--- config.mk ---
export PLATFORM = sky130hd
export DESIGN_NAME = picoblaze_irq_controller
export DESIGN_NICKNAME = d
export VERILOG_FILES = /design/src/rtl/picoblaze_irq_pkg.sv /design/src/rtl/picoblaze_irq_prio_sel.sv /design/src/rtl/picoblaze_irq_controller.sv
export SDC_FILE = /design/constraint.sdc
export NUM_CORES = 1
export LEC_CHECK = 0
export ABC_AREA = 1
export BUFFER_PORTS_ARGS = -buffer_cell sky130_fd_sc_hd__buf_2
export CAP_MARGIN = 20
export CORE_MARGIN = 1
export CORE_UTILIZATION = 55
export CTS_CLUSTER_DIAMETER = 200
export DETAILED_ROUTE_END_ITERATION = 7
export PLACE_DENSITY = 0.84
export SYNTH_ARGS = -nofsm -noshare
export SYNTH_HDL_FRONTEND = slang
export SYNTH_HIERARCHICAL = 1
export SYNTH_SLANG_ARGS = --single-unit
--- constraint.sdc ---
create_clock -name clk -period 4 [get_ports clk]
set_input_delay 0.6 -clock clk [delete_from_list [all_inputs] [get_ports clk]]
set_output_delay 0.6 -clock clk [all_outputs]
set_load 0.02 [all_outputs]
--- src/rtl/picoblaze_irq_pkg.sv ---
// Shared types and constants for the PicoBlaze interrupt controller.
package picoblaze_irq_pkg;

  localparam int ID_W    = 3;
  localparam int MAX_SRC = 8;

  localparam logic [7:0] PORT_STATUS_DEF = 8'h01;
  localparam logic [7:0] PORT_MASK_DEF   = 8'h02;
  localparam logic [7:0] PORT_EOI_DEF    = 8'h04;
  localparam logic [7:0] PORT_OVF_DEF    = 8'h08;

  typedef enum logic [1:0] {
    IDLE    = 2'd0,
    ASSERT  = 2'd1,
    SERVICE = 2'd2
  } irq_state_e;

endpackage

--- src/rtl/picoblaze_irq_prio_sel.sv ---
// Combinational find-first-set over the request vector, searching upward from
// i_start and wrapping at NUM_SRC.
module picoblaze_irq_prio_sel
  import picoblaze_irq_pkg::*;
#(
  parameter int NUM_SRC = 4
) (
  input  logic [NUM_SRC-1:0] i_req,
  input  logic [ID_W-1:0]    i_start,
  output logic [ID_W-1:0]    o_sel,
  output logic               o_valid
);

  logic [ID_W:0]        w_idx;
  logic [NUM_SRC-1:0]   w_sh;

  // Walk from the farthest candidate back to i_start so the nearest one wins.
  always_comb begin
    o_sel   = '0;
    o_valid = 1'b0;
    w_idx   = '0;
    w_sh    = '0;
    for (int k = NUM_SRC - 1; k >= 0; k--) begin
      w_idx = {1'b0, i_start} + (ID_W + 1)'(k);
      if (w_idx >= (ID_W + 1)'(NUM_SRC))
        w_idx = w_idx - (ID_W + 1)'(NUM_SRC);
      w_sh = i_req >> w_idx;
      if (w_sh[0]) begin
        o_sel   = w_idx[ID_W-1:0];
        o_valid = 1'b1;
      end
    end
  end

endmodule

--- src/rtl/picoblaze_irq_controller.sv ---
// Multi-source interrupt controller for the PacoBlaze interrupt/ack pair.
// Define PICO_IRQ_ROUND_ROBIN_EN for rotating priority; default is lowest-index-first.
module picoblaze_irq_controller
  import picoblaze_irq_pkg::*;
#(
  parameter int                 NUM_SRC     = 4,
  parameter logic [7:0]         PORT_STATUS = PORT_STATUS_DEF,
  parameter logic [7:0]         PORT_MASK   = PORT_MASK_DEF,
  parameter logic [7:0]         PORT_EOI    = PORT_EOI_DEF,
  parameter logic [7:0]         PORT_OVF    = PORT_OVF_DEF,
  parameter logic [NUM_SRC-1:0] MASK_INIT   = {NUM_SRC{1'b1}}
) (
  input  logic               clk,
  input  logic               reset,
  input  logic [NUM_SRC-1:0] event_in,
  output logic               interrupt,
  input  logic               interrupt_ack,
  input  logic [7:0]         port_id,
  input  logic               write_strobe,
  input  logic               read_strobe,
  input  logic [7:0]         out_port,
  output logic [7:0]         rd_data,
  output logic               irq_active
);

  irq_state_e         r_state;
  logic [NUM_SRC-1:0] r_pending;
  logic [NUM_SRC-1:0] r_ovf;
  logic [NUM_SRC-1:0] r_mask;
  logic [ID_W-1:0]    r_cur_id;

  logic [NUM_SRC-1:0] w_eligible;
  logic [NUM_SRC-1:0] w_clr;
  logic [NUM_SRC-1:0] w_ovf_set;
  logic [NUM_SRC-1:0] w_ovf_w1c;
  logic [ID_W-1:0]    w_start;
  logic [ID_W-1:0]    w_sel;
  logic               w_sel_valid;
  logic               w_ack;
  logic               w_wr_mask;
  logic               w_wr_eoi;
  logic               w_wr_ovf;
  logic [7:0]         w_rd_next;
  logic               w_unused;

  // Reads are side-effect free, so read_strobe carries no function here.
  assign w_unused = ^{read_strobe, out_port};

  assign w_eligible = r_pending & r_mask;
  assign w_ack      = (r_state == ASSERT) && interrupt_ack;
  assign w_clr      = w_ack ? (NUM_SRC'(1) << r_cur_id) : '0;
  assign w_ovf_set  = event_in & r_pending & ~w_clr;
  assign w_wr_mask  = write_strobe && (port_id == PORT_MASK);
  assign w_wr_eoi   = write_strobe && (port_id == PORT_EOI);
  assign w_wr_ovf   = write_strobe && (port_id == PORT_OVF);
  assign w_ovf_w1c  = w_wr_ovf ? out_port[NUM_SRC-1:0] : '0;

`ifdef PICO_IRQ_ROUND_ROBIN_EN
  logic [ID_W-1:0] r_last_id;

  assign w_start = (r_last_id == ID_W'(NUM_SRC - 1)) ? '0 : r_last_id + ID_W'(1);

  always_ff @(posedge clk) begin
    if (reset)
      r_last_id <= ID_W'(NUM_SRC - 1);
    else if (w_ack)
      r_last_id <= r_cur_id;
  end
`else
  assign w_start = '0;
`endif

  picoblaze_irq_prio_sel #(
    .NUM_SRC (NUM_SRC)
  ) u_prio_sel (
    .i_req   (w_eligible),
    .i_start (w_start),
    .o_sel   (w_sel),
    .o_valid (w_sel_valid)
  );

  always_comb begin
    w_rd_next = '0;
    if (port_id == PORT_STATUS)
      w_rd_next = {irq_active, |w_eligible, 3'b000, r_cur_id};
    else if (port_id == PORT_MASK)
      w_rd_next[NUM_SRC-1:0] = r_mask;
    else if (port_id == PORT_OVF)
      w_rd_next[NUM_SRC-1:0] = r_ovf;
  end

  // A new event beats both the ack-clear of pending and the W1C of overflow.
  always_ff @(posedge clk) begin
    if (reset) begin
      r_state    <= IDLE;
      r_pending  <= '0;
      r_ovf      <= '0;
      r_mask     <= MASK_INIT;
      r_cur_id   <= '0;
      interrupt  <= 1'b0;
      irq_active <= 1'b0;
      rd_data    <= '0;
    end else begin
      r_pending <= (r_pending & ~w_clr) | event_in;
      r_ovf     <= (r_ovf & ~w_ovf_w1c) | w_ovf_set;
      rd_data   <= w_rd_next;
      if (w_wr_mask)
        r_mask <= out_port[NUM_SRC-1:0];
      case (r_state)
        IDLE: if (w_sel_valid) begin
          r_state    <= ASSERT;
          r_cur_id   <= w_sel;
          interrupt  <= 1'b1;
          irq_active <= 1'b1;
        end
        ASSERT: if (interrupt_ack) begin
          r_state   <= SERVICE;
          interrupt <= 1'b0;
        end
        SERVICE: if (w_wr_eoi) begin
          r_state    <= IDLE;
          irq_active <= 1'b0;
        end
        default: begin
          r_state    <= IDLE;
          interrupt  <= 1'b0;
          irq_active <= 1'b0;
        end
      endcase
    end
  end

endmodule

==> impl_summary.log, run 1 <==
[metrics] area of the mapped netlist: 0.00142 sq mm
[metrics] final design instance area without fill: ~0.0016 sq mm
[metrics] die outline area: 0.00278 sq mm
[metrics] all-layer global routing usage: a little over a fifth
[metrics] Cell variety after synth: 29
[metrics] post-layout minimum cycle time: around 1.6 ns
[metrics] maximum frequency from static timing analysis: 608 MHz
[metrics] most frequent cells in the layout: nand2_1 (61), buf_2 (27), inv_1 (26)
[metrics] Initial Util: between 50% and 60%
[metrics] vias after detailed routing: 1332
[metrics] share of post-route cells with drive strength above 1: 21.6%
[metrics] most common cell after layout, fill and taps aside: nand2_1
[metrics] number of gates resized after CTS: 0
[metrics] area growth from synthesis to layout: 14.0%
[metrics] clock tree from TritonCTS: yes
[metrics] Core Rows: 18
[metrics] number of global-route vias before repair: 1065
[metrics] Required @ worst endpoint: 4.25 ns
[metrics] number of antenna cells inserted: 0
[metrics] number of violations of the max-capacitance limit: 0
[metrics] clock tree buffer depth: 2
[metrics] Vias per Instance: between 4 and 5
[metrics] biggest fanout along the worst timing path: 9
[metrics] Compound-Gate Fraction of Synth Area: 13.3%
[metrics] Worst Setup Slack post-DPL: 2.40 ns
[metrics] main combinational cell family by area after synthesis: simple AND/OR/NAND/NOR gates
[metrics] Final Slew Violations: 0
[metrics] simple logic cell fraction of the synthesized area: 37.8%
[metrics] drt wl/cell: 9.72 microns
[metrics] pin count of the biggest net entering global routing: 16
[metrics] leakage power: around 0.82 nW
[metrics] period utilization: between 40% and 50%
[metrics] worst setup slack after layout: between 2 and 2.5 ns
[metrics] area taken by flip-flops and latches: 500 sq um
[metrics] routed wire length: 2670 microns
[metrics] horizontal die dimension: 52.8 microns
[metrics] average footprint of a synthesized cell: about 6.8 sq um
[metrics] CTS Hold Bufs: 0
[metrics] Cell Count Post-Placement: 271
[metrics] sink count of the clock tree: 25
[metrics] Sum Neg Setup Slack: 0 ns
[metrics] flop and latch count out of synthesis: 25
[metrics] pwr dens: 319 mW/mm^2
[metrics] buffer count from post-CTS setup fixing: 0
[metrics] number of warnings issued by yosys: 6
[metrics] number of instances in the synthesized netlist: 209
[metrics] filler instances: 242
[metrics] final-stage net count: 274
[metrics] number of antenna violations at the first check in global routing: 0
[metrics] placeable core area: 0.00245 sq mm
[metrics] number of DRC violations after detailed-routing iteration 0: 44
[metrics] clock skew after layout: 0.00286 ns
[metrics] I/O pins: 35
[metrics] post-route antenna net violation count: 0
[metrics] number of cells in the finished layout apart from fillers: 275
[metrics] cell area after placement: between 0.0015 and 0.002 sq mm
[metrics] final global-route overflow total: 0
[metrics] worst ir drop on vdd: ~0.00023 V
[metrics] critical path start-end classification: register to register
[metrics] DRC errors left: 0
[metrics] Root Driver: clkbuf_4
[metrics] input/output buffers: 27
[metrics] adder and majority gate portion of the synthesized area: 2.65%
[metrics] capturing element type of the critical path: register
[metrics] detailed-routing iteration count for the pre-antenna-repair pass: 4
[metrics] share of the yosys chip area belonging to registers: about a third
[metrics] clock-pin transition on the worst setup and hold timing paths: 0.12 ns
[metrics] worst endpoint data arrival time: 1.90 ns
[metrics] area of the multi-input gates: 807 sq um
[metrics] XOR/XNOR share of the synthesized area: 0%
[metrics] Final Hold Vio Count: 0
[metrics] Hold WC Path Type: register to register
[metrics] placed wire-length estimate after detailed placement: 2210 microns
[metrics] mux share of post-synthesis cell area: 0%
[metrics] number of failing setup endpoints in the final timing report: 0
[metrics] weighted congestion at the end of routability-driven global placement: ~0.84
[metrics] Worst-Skew Late Latency: ~0.31 ns
[metrics] die boundary height: 52.8 microns
[metrics] RSZ-0062 raised after global routing: false
[metrics] H-tree levels: 1
[metrics] type of element launching the critical path: register
[metrics] TritonCTS Buffers: 3
[metrics] utilization after layout: 65.9%
[metrics] global-route wire length before repair: 4360 microns
[metrics] outcome: completed
==> where the power goes <==
part / switching [mW] / total [mW] / internal, mW / leakage, nW
logic: 0.0809 / 0.126 / 0.0449 / 0.596
registers: 0.0125 / 0.281 / 0.268 / 0.205
clock network: 0.0705 / 0.109 / 0.0390 / 0.0150
total: 0.164 / 0.516 / 0.352 / 0.816
==> synthesized netlist by cell type, drive strengths merged <==
| library cell | count | area, sq um |
|---|---|---|
| a21boi | 1 | 7.51 |
| inv | 28 | 105 |
| o21bai | 1 | 7.51 |
| a31oi | 1 | 6.26 |
| o211a | 1 | 10.0 |
| dfxtp | 25 | 500 |
| nand3 | 22 | 125 |
| ha | 3 | 37.5 |
| nor2 | 20 | 105 |
| a41oi | 1 | 16.3 |
| conb | 2 | 7.51 |
| nand4 | 6 | 37.5 |
| buf | 4 | 33.8 |
| clkinv | 1 | 5.00 |
| or2 | 1 | 8.76 |
| clkbuf | 1 | 3.75 |
| nand2 | 65 | 259 |
| o21ai | 9 | 52.6 |
| a21oi | 17 | 88.8 |
==> worst paths after layout <==
path / start / end / slack (ns) / cells past startpoint
max reg2reg: r_mask[3]$_SDFFE_PP1P_ / r_cur_id[0]$_SDFFE_PP0P_ / 2.35 / 10
max: r_mask[3]$_SDFFE_PP1P_ / r_cur_id[0]$_SDFFE_PP0P_ / 2.35 / 10
min reg2reg: irq_active$_SDFFE_PP0P_ / rd_data[7]$_SDFF_PP0_ / 0.47 / 2
min: irq_active$_SDFFE_PP0P_ / rd_data[7]$_SDFF_PP0_ / 0.47 / 2
==> stage by stage <==
step / power (mW) / hold WS [ns]
after floorplan: 0.382 / 0.433
after global placement: 0.408 / 0.435
after detailed placement: 0.410 / 0.453
after CTS: 0.519 / 0.472
after global routing: 0.550 / 0.486
final: 0.516 / 0.466
==> sequential cells by signal, indices dropped and copies added (netlist names) <==
signal / count
interrupt: 1
irq_active: 1
r_cur_id: 3
r_mask: 4
r_ovf: 4
r_pending: 4
r_state: 2
rd_data: 6
==> per-layer routing <==
layer | global-route usage, % | share of wire, % | routed length, microns | vias to the layer above
met1 | 28.1 | 50 | 1340 | 569
met2 | 33.8 | 45 | 1210 | 35
li1 | - | - | - | 726
met3 | 5.51 | 4.3 | 114 | 2
met5 | 0 | 0 | 0 | -
met4 | 8.77 | 0.56 | 15 | 0
==> cell type report <==
class | instances | area share, %
clock buffers | 4 | 1.63
inverters | 29 | 6.81
multi-input cells | 160 | 49.9
flip-flops and latches | 25 | 31.0
well taps | 30 | 2.32
repair buffers | 27 | 8.36
==> logic make-up (layout without fill, tap and decap cells) <==
kind of cell               count (synthesis)  in the layout
DFF                                       25             25
AOI/OAI and AO/OA                         31             31
adders and majority gates                  3              3
buffers and inverters                     34             60
other                                      2             12
and+or+nand+nor                          114            114
==> critical path, stage by stage, from the launching register on <==
cell     delay (ns)
dfxtp_1        0.36
nand2_1        0.12
inv_1          0.07
nand2_1        0.06
nand2_1        0.09
o211a_1        0.24
nor2_1         0.09
nand3_1        0.09
nand2_1        0.23
o21ai_0        0.11
a21oi_1        0.12
No activity file was read; power rests on OpenSTA's default activity.
==> run 2: changes to the inputs <==
--- a/config.mk
+++ b/config.mk
@@ -9,10 +9,10 @@
 export BUFFER_PORTS_ARGS = -buffer_cell sky130_fd_sc_hd__buf_2
 export CAP_MARGIN = 20
 export CORE_MARGIN = 1
-export CORE_UTILIZATION = 55
+export CORE_UTILIZATION = 52
 export CTS_CLUSTER_DIAMETER = 200
 export DETAILED_ROUTE_END_ITERATION = 7
-export PLACE_DENSITY = 0.84
+export PLACE_DENSITY = 0.8
 export SYNTH_ARGS = -nofsm -noshare
 export SYNTH_HDL_FRONTEND = slang
 export SYNTH_HIERARCHICAL = 1
==> constraint.sdc (replaced) <==
create_clock -name clk -period 1.6 [get_ports clk]
set_input_delay 0.24 -clock clk [delete_from_list [all_inputs] [get_ports clk]]
set_output_delay 0.24 -clock clk [all_outputs]
set_load 0.02 [all_outputs]
==> run 2 against run 1 <==
  * Die area increased by 5.5%
  * Power increased to 2.6 times the previous value
  * Clock power increased to 2.6 times the previous value
  * Maximum frequency increased by 5.5%
  * Cell count increased by 1.8%
  * Worst hold slack got worse by 0.34 ns
  * Largest cell class unchanged
  * Clock-buffer cell count decreased by 1
  * Register-to-register slack got worse by 2.3 ns
==> impl_summary.log, run 2 (same netlist as run 1, synthesis figures left out) <==
[metrics] outcome: completed
[metrics] pwr dens: 798 mW/mm^2 (+150%)
[metrics] number of DRC violations after detailed-routing iteration 0: 52 (+18%)
[metrics] clock skew after layout: 0.0111 ns (+0.00823 ns)
[metrics] Clock Power Share: 20.6% (-0.6 points)
[metrics] die boundary height: 54.2 microns (+2.7%)
[metrics] utilization after layout: 67.2% (+1.4 points)
[metrics] TritonCTS Buffers: 3 (unchanged)
[metrics] Required @ worst endpoint: 1.85 ns (-2.40 ns)
[metrics] worst ir drop on vdd: 0.000632 V (+170%)
[metrics] DRC errors left: 0 (unchanged)
[metrics] Pwr Total: 1.35 mW (+160%)
[metrics] max FFs per register: 6 (unchanged)
[metrics] total internal power: 0.907 mW (+160%)
[metrics] post-route antenna net violation count: 0 (unchanged)
[metrics] drt wl/cell: 9.93 microns (+2.1%)
[metrics] I/O pins: 35 (unchanged)
[metrics] number of failing setup endpoints in the final timing report: 0 (unchanged)
[metrics] number of antenna violations at the first check in global routing: 0 (unchanged)
[metrics] worst endpoint data arrival time: 1.81 ns (-0.09 ns)
[metrics] Core Rows: 18 (unchanged)
[metrics] type of element launching the critical path: register
[metrics] final global-route overflow total: 0 (unchanged)
[metrics] most frequent cells in the layout: nand2_1 (56), buf_2 (27), inv_1 (24)
[metrics] share of post-route cells with drive strength above 1: 29.6% (+8.0 points)
[metrics] Initial Util: 56.2% (-1.5 points)
[metrics] global-route wire length before repair: 4160 microns (-4.6%)
[metrics] routed wire length: 2780 microns (+3.9%)
[metrics] clock-pin transition on the worst setup and hold timing paths: 0.14 ns (+0.02 ns)
[metrics] weighted congestion at the end of routability-driven global placement: 0.856 (+1.5%)
[metrics] Sum Neg Setup Slack: 0 ns (unchanged)
[metrics] sink count of the clock tree: 25 (unchanged)
[metrics] number of antenna cells inserted: 0 (unchanged)
[metrics] RSZ-0062 raised after global routing: true
[metrics] number of violations of the max-capacitance limit: 0 (unchanged)
[metrics] sequential cell fraction of total power: 52.0% (-2.4 points)
[metrics] fraction of power spent switching nets: 32.9% (+1.2 points)
[metrics] pin count of the biggest net entering global routing: 16 (unchanged)
[metrics] cell area after placement: 0.00161 sq mm (+0.94%)
[metrics] number of global-route vias before repair: 1045 (-1.9%)
[metrics] biggest fanout along the worst timing path: 3 (-6)
[metrics] placed wire-length estimate after detailed placement: 2240 microns (+1.3%)
[metrics] maximum frequency from static timing analysis: 641 MHz (+5.5%)
[metrics] Gate power share: 27.4% (+3.0 points)
[metrics] all-layer global routing usage: 19.3% (-2.3 points)
[metrics] input/output buffers: 27 (unchanged)
[metrics] post-layout minimum cycle time: 1.56 ns (-0.0862 ns)
[metrics] clock tree from TritonCTS: yes
[metrics] Final Hold Vio Count: 0 (unchanged)
[metrics] Final Slew Violations: 0 (unchanged)
[metrics] capturing element type of the critical path: register
[metrics] area growth from synthesis to layout: 19.6%
[metrics] detailed-routing iteration count for the pre-antenna-repair pass: 4 (unchanged)
[metrics] Vias per Instance: 4.88 (+0.72%)
[metrics] period utilization: 97.5% (+56 points)
[metrics] Worst-Skew Late Latency: 0.32 ns (about the same)
[metrics] NetSw: 0.446 mW (+170%)
[metrics] final-stage net count: 279 (+1.8%)
[metrics] H-tree levels: 1 (unchanged)
[metrics] placeable core area: 0.00252 sq mm (+2.8%)
[metrics] leakage power: 0.839 nW (+2.8%)
[metrics] Root Driver: clkbuf_4
[metrics] Hold WC Path Type: input pin to register
[metrics] Most flops, register: rd_data
[metrics] die outline area: 0.00294 sq mm (+5.5%)
[metrics] most common cell after layout, fill and taps aside: nand2_1
[metrics] critical path start-end classification: register to register
[metrics] final design instance area without fill: 0.00170 sq mm (+4.9%)
[metrics] vias after detailed routing: 1366 (+2.6%)
[metrics] clock tree buffer depth: 2 (unchanged)
[metrics] horizontal die dimension: 54.2 microns (+2.7%)
[run 2: cell type report]
| type | instances | area [sq um] |
|---|---|---|
| Clock inverter | 1 | 7.51 |
| Fill cell | 254 | 827 |
| Timing Repair Buffer | 32 | 173 |
| Sequential cell | 25 | 505 |
| Tap cell | 30 | 37.5 |
| Inverter | 29 | 110 |
| Clock buffer | 3 | 22.5 |
| Multi-Input combinational cell | 160 | 840 |
[run 2: critical path, stage by stage, from the launching register on]
cell and delay (ns):
dfxtp_2 0.35, nand2_2 0.09, inv_2 0.05, nand2_2 0.05, nand2_2 0.07, o211a_1 0.26
nor2_2 0.12, nand3_2 0.11, inv_2 0.09, a21oi_2 0.05, nand2_1 0.07, nand2_1 0.07
a21oi_2 0.12
[run 2: worst paths after layout]
kind	slack [ns]	startpoint	end	cells past startpoint
worst max register to register	0.04	r_mask[3]$_SDFFE_PP1P_	interrupt$_SDFFE_PP0P_	12
worst min-delay path	0.13	out_port[1]	r_mask[1]$_SDFFE_PP1P_	3
worst max-delay path	0.04	r_mask[3]$_SDFFE_PP1P_	interrupt$_SDFFE_PP0P_	12
worst min register to register	0.46	irq_active$_SDFFE_PP0P_	rd_data[7]$_SDFF_PP0_	2
[run 2: metal layers]
| metal | track usage (%) | vias to the layer above | part of all wire [%] |
|---|---|---|---|
| met5 | 0 | - | 0 |
| met4 | 1.28 | 0 | 0 |
| met3 | 4.17 | 0 | 6.6 |
| met2 | 33.5 | 40 | 46 |
| met1 | 25.5 | 589 | 48 |
| li1 | - | 737 | - |
[run 2: stage by stage]
stage          setup slack (ns)  instances  hold WS [ns]
6_report                 0.0404        280         0.131
5_1_grt                 -0.0824        280         0.113
4_1_cts                  0.0114        277         0.126
3_5_place_dp          -0.000785        273         0.436
3_3_place_gp             0.0394        273         0.431
2_1_floorplan             0.203        219         0.309
[run 2: power groups by stage]
stage,combinational (mW),clock [mW],sequential (mW)
2_1_floorplan,0.231,0,0.724
3_3_place_gp,0.306,0,0.715
3_5_place_dp,0.314,0,0.715
4_1_cts,0.318,0.287,0.702
5_1_grt,0.418,0.318,0.711
6_report,0.371,0.278,0.704
[run 2: timing repair]
action / 4_1_cts / 5_1_grt
setup endpoints to repair: 3 / 6
hold endpoints to repair: 0 / 0
hold buffers: 0 / 0
resized for setup: 1 / 16
setup buffers: 0 / 3
pin swaps: 0 / 9
==> run 3: changes to the inputs <==
==> constraint.sdc (replaced) <==
create_clock -name clk -period 1.6 [get_ports clk]
set_input_delay 0.32 -clock clk [delete_from_list [all_inputs] [get_ports clk]]
set_output_delay 0.32 -clock clk [all_outputs]
set_load 0.02 [all_outputs]
==> run 3 against run 2 <==
  * Register-to-register slack better by 0.06 ns
  * Combinational power is 7.8% lower
  * Clock-buffer cell count is 1 higher
  * Sequential share of layout area is 0.32 points higher
  * Die area stayed put
  * Routed wire length is 2.0% lower
==> impl_summary.log, run 3 (same netlist as run 1, synthesis figures left out) <==
[metrics] area growth from synthesis to layout: 17.7%
[metrics] post-route antenna net violation count: 0 (unchanged)
[metrics] Cell Count Post-Placement: 273 (unchanged)
[metrics] Critical-path top delay cell: dfxtp_1
[metrics] Most flops, register: rd_data
[metrics] pwr dens: 784 mW/mm^2 (-1.8%)
[metrics] global-route layer with the greatest usage: met2
[metrics] horizontal die dimension: 54.2 microns (unchanged)
[metrics] crit-path leading delay family: simple AND/OR/NAND/NOR gates
[metrics] Final Slew Violations: 0 (unchanged)
[metrics] Pwr Total: 1.31 mW (-3.3%)
[metrics] H-tree levels: 1 (unchanged)
[metrics] Required @ worst endpoint: 1.85 ns (about the same)
[metrics] placed wire-length estimate after detailed placement: 2170 microns (-2.8%)
[metrics] leakage power: 0.827 nW (-1.4%)
[metrics] number of failing setup endpoints in the final timing report: 0 (unchanged)
[metrics] Final Hold Vio Count: 0 (unchanged)
[metrics] delay of the slowest cell on the worst path: 0.34 ns (about the same)
[metrics] Buffers & Inverters on Critical Path: 2 (unchanged)
[metrics] clock skew after layout: 0.00520 ns (-0.00589 ns)
[metrics] outcome: completed
[metrics] input/output buffers: 27 (unchanged)
[metrics] detailed-routing iteration count for the pre-antenna-repair pass: 4 (unchanged)
[metrics] drt wl/cell: 9.83 microns (-0.92%)
[metrics] clock tree from TritonCTS: yes
[metrics] startpoint of the lowest-slack register-to-register path: r_pending[2]$_SDFF_PP0_
[metrics] number of cells in the finished layout apart from fillers: 277 (-1.1%)
[metrics] critical path start-end classification: register to register
[metrics] global-route wire length before repair: 4040 microns (-3.0%)
[metrics] post-layout minimum cycle time: 1.50 ns (-0.0628 ns)
[metrics] met1 demand-to-capacity share in global routing: 25.2% (-0.34 points)
[metrics] Worst-Skew Late Latency: 0.31 ns (about the same)
[metrics] number of DRC violations after detailed-routing iteration 0: 51 (-1.9%)
[metrics] most common cell after layout, fill and taps aside: nand2_1
[metrics] worst endpoint data arrival time: 1.75 ns (-0.06 ns)
[metrics] die outline area: 0.00294 sq mm (unchanged)
[metrics] beginning of the worst hold path: out_port[1]
[metrics] max FFs per register: 6 (unchanged)
[metrics] worst setup slack after layout: 0.103 ns (+0.0628 ns)
[metrics] vias after detailed routing: 1347 (-1.4%)
[metrics] die boundary height: 54.2 microns (unchanged)
[metrics] worst ir drop on vdd: 0.000565 V (-11%)
[metrics] number of antenna cells inserted: 0 (unchanged)
[metrics] capturing element type of the critical path: register
[metrics] cell seen most often among critical-path stages: nand2_1
[metrics] launching element of the worst setup path: r_pending[2]$_SDFF_PP0_
[metrics] all-layer global routing usage: 19.0% (-0.29 points)
[metrics] final design instance area without fill: 0.00167 sq mm (-1.6%)
[metrics] ordered list of cells on the worst path: nand2_1 > inv_1 > or2_4 > nand3_2 > nand2_2 > nor2_2 > nand3_2 > inv_2 > a21oi_2 > nand2_1 > nand2_1 > a21oi_2
[metrics] TritonCTS Buffers: 3 (unchanged)
[metrics] Hold WC Path Type: input pin to register
[metrics] M2 GR Usage: 31.7% (-1.8 points)
[metrics] clock-pin transition on the worst setup and hold timing paths: 0.12 ns (-0.02 ns)
[metrics] cell area after placement: 0.00161 sq mm (unchanged)
[metrics] number of global-route vias before repair: 1002 (-4.1%)
[metrics] routed wire length: 2720 microns (-2.0%)
[metrics] RSZ-0062 raised after global routing: true
[metrics] maximum frequency from static timing analysis: 668 MHz (+4.2%)
[metrics] share of post-route cells with drive strength above 1: 27.1% (-2.5 points)
[metrics] sink count of the clock tree: 25 (unchanged)
[metrics] biggest fanout along the worst timing path: 4 (+1)
[metrics] placeable core area: 0.00252 sq mm (unchanged)
[metrics] most frequent cells in the layout: nand2_1 (57), buf_2 (27), inv_1 (24)
[metrics] final global-route overflow total: 0 (unchanged)
[metrics] number of violations of the max-capacitance limit: 0 (unchanged)
[metrics] utilization after layout: 66.2% (-1.0 points)
[metrics] number of antenna violations at the first check in global routing: 0 (unchanged)
[metrics] buffer count from post-CTS setup fixing: 0 (unchanged)
[metrics] weighted congestion at the end of routability-driven global placement: 0.858 (+0.15%)
[metrics] clock tree buffer depth: 2 (unchanged)
[metrics] Root Driver: clkbuf_4
[metrics] pin count of the biggest net entering global routing: 16 (unchanged)
[metrics] type of element launching the critical path: register
[metrics] DRC errors left: 0 (unchanged)
[metrics] period utilization: 93.6% (-3.9 points)
[metrics] Vias per Instance: 4.86 (-0.32%)
[metrics] Core Rows: 18 (unchanged)
[metrics] routing usage on met3: 5.00% (+0.83 points)
[metrics] Worst Setup Slack post-DPL: 0.000102 ns (+0.000887 ns)
[metrics] final-stage net count: 276 (-1.1%)
[metrics] Initial Util: 56.2% (unchanged)
[metrics] I/O pins: 35 (unchanged)
-- run 3: per-layer routing --
layer	vias to the layer above	routed length (microns)
met5	-	0
met4	0	18
met3	2	163
met2	40	1280
met1	575	1260
li1	730	-
-- run 3: through the flow --
step,hold WS (ns),TNS [ns]
after global routing,0.224,-0.0271
after detailed placement,0.434,0
final,0.228,0
after floorplan,0.389,0
after global placement,0.432,0
after CTS,0.226,0
-- run 3: where the power goes --
group / internal [mW] / switching, mW
Sequential: 0.671 / 0.0317
Clock: 0.0972 / 0.166
Combinational: 0.122 / 0.220
-- run 3: cell type report --
type	instances	area (sq um)
fillers	235	853
repair buffers	29	150
clock buffers	4	26.3
inverters	29	110
flip-flops and latches	25	503
well taps	30	37.5
multi-input cells	160	842
-- run 3: path summary, 6_finish.rpt --
check	endpoint	slack, ns	cells past startpoint
min	r_mask[1]$_SDFFE_PP1P_	0.23	3
max reg2reg	interrupt$_SDFFE_PP0P_	0.10	12
min reg2reg	rd_data[7]$_SDFF_PP0_	0.45	2
max	interrupt$_SDFFE_PP0P_	0.10	12
-- run 3: repair_timing --
action | 4_1_cts | 5_1_grt
hold buffers | 0 | 0
resized for setup | 1 | 13
setup endpoints to repair | 3 | 6
pin swaps | 0 | 9
gates cloned | 0 | 0
-- run 3: worst register-to-register path: stages, from the launching register on --
cell and delay [ns]:
dfxtp_1 0.34, nand2_1 0.09, inv_1 0.06, or2_4 0.23
nand3_2 0.07, nand2_2 0.08, nor2_2 0.09, nand3_2 0.11
inv_2 0.08, a21oi_2 0.05, nand2_1 0.07, nand2_1 0.06
a21oi_2 0.12
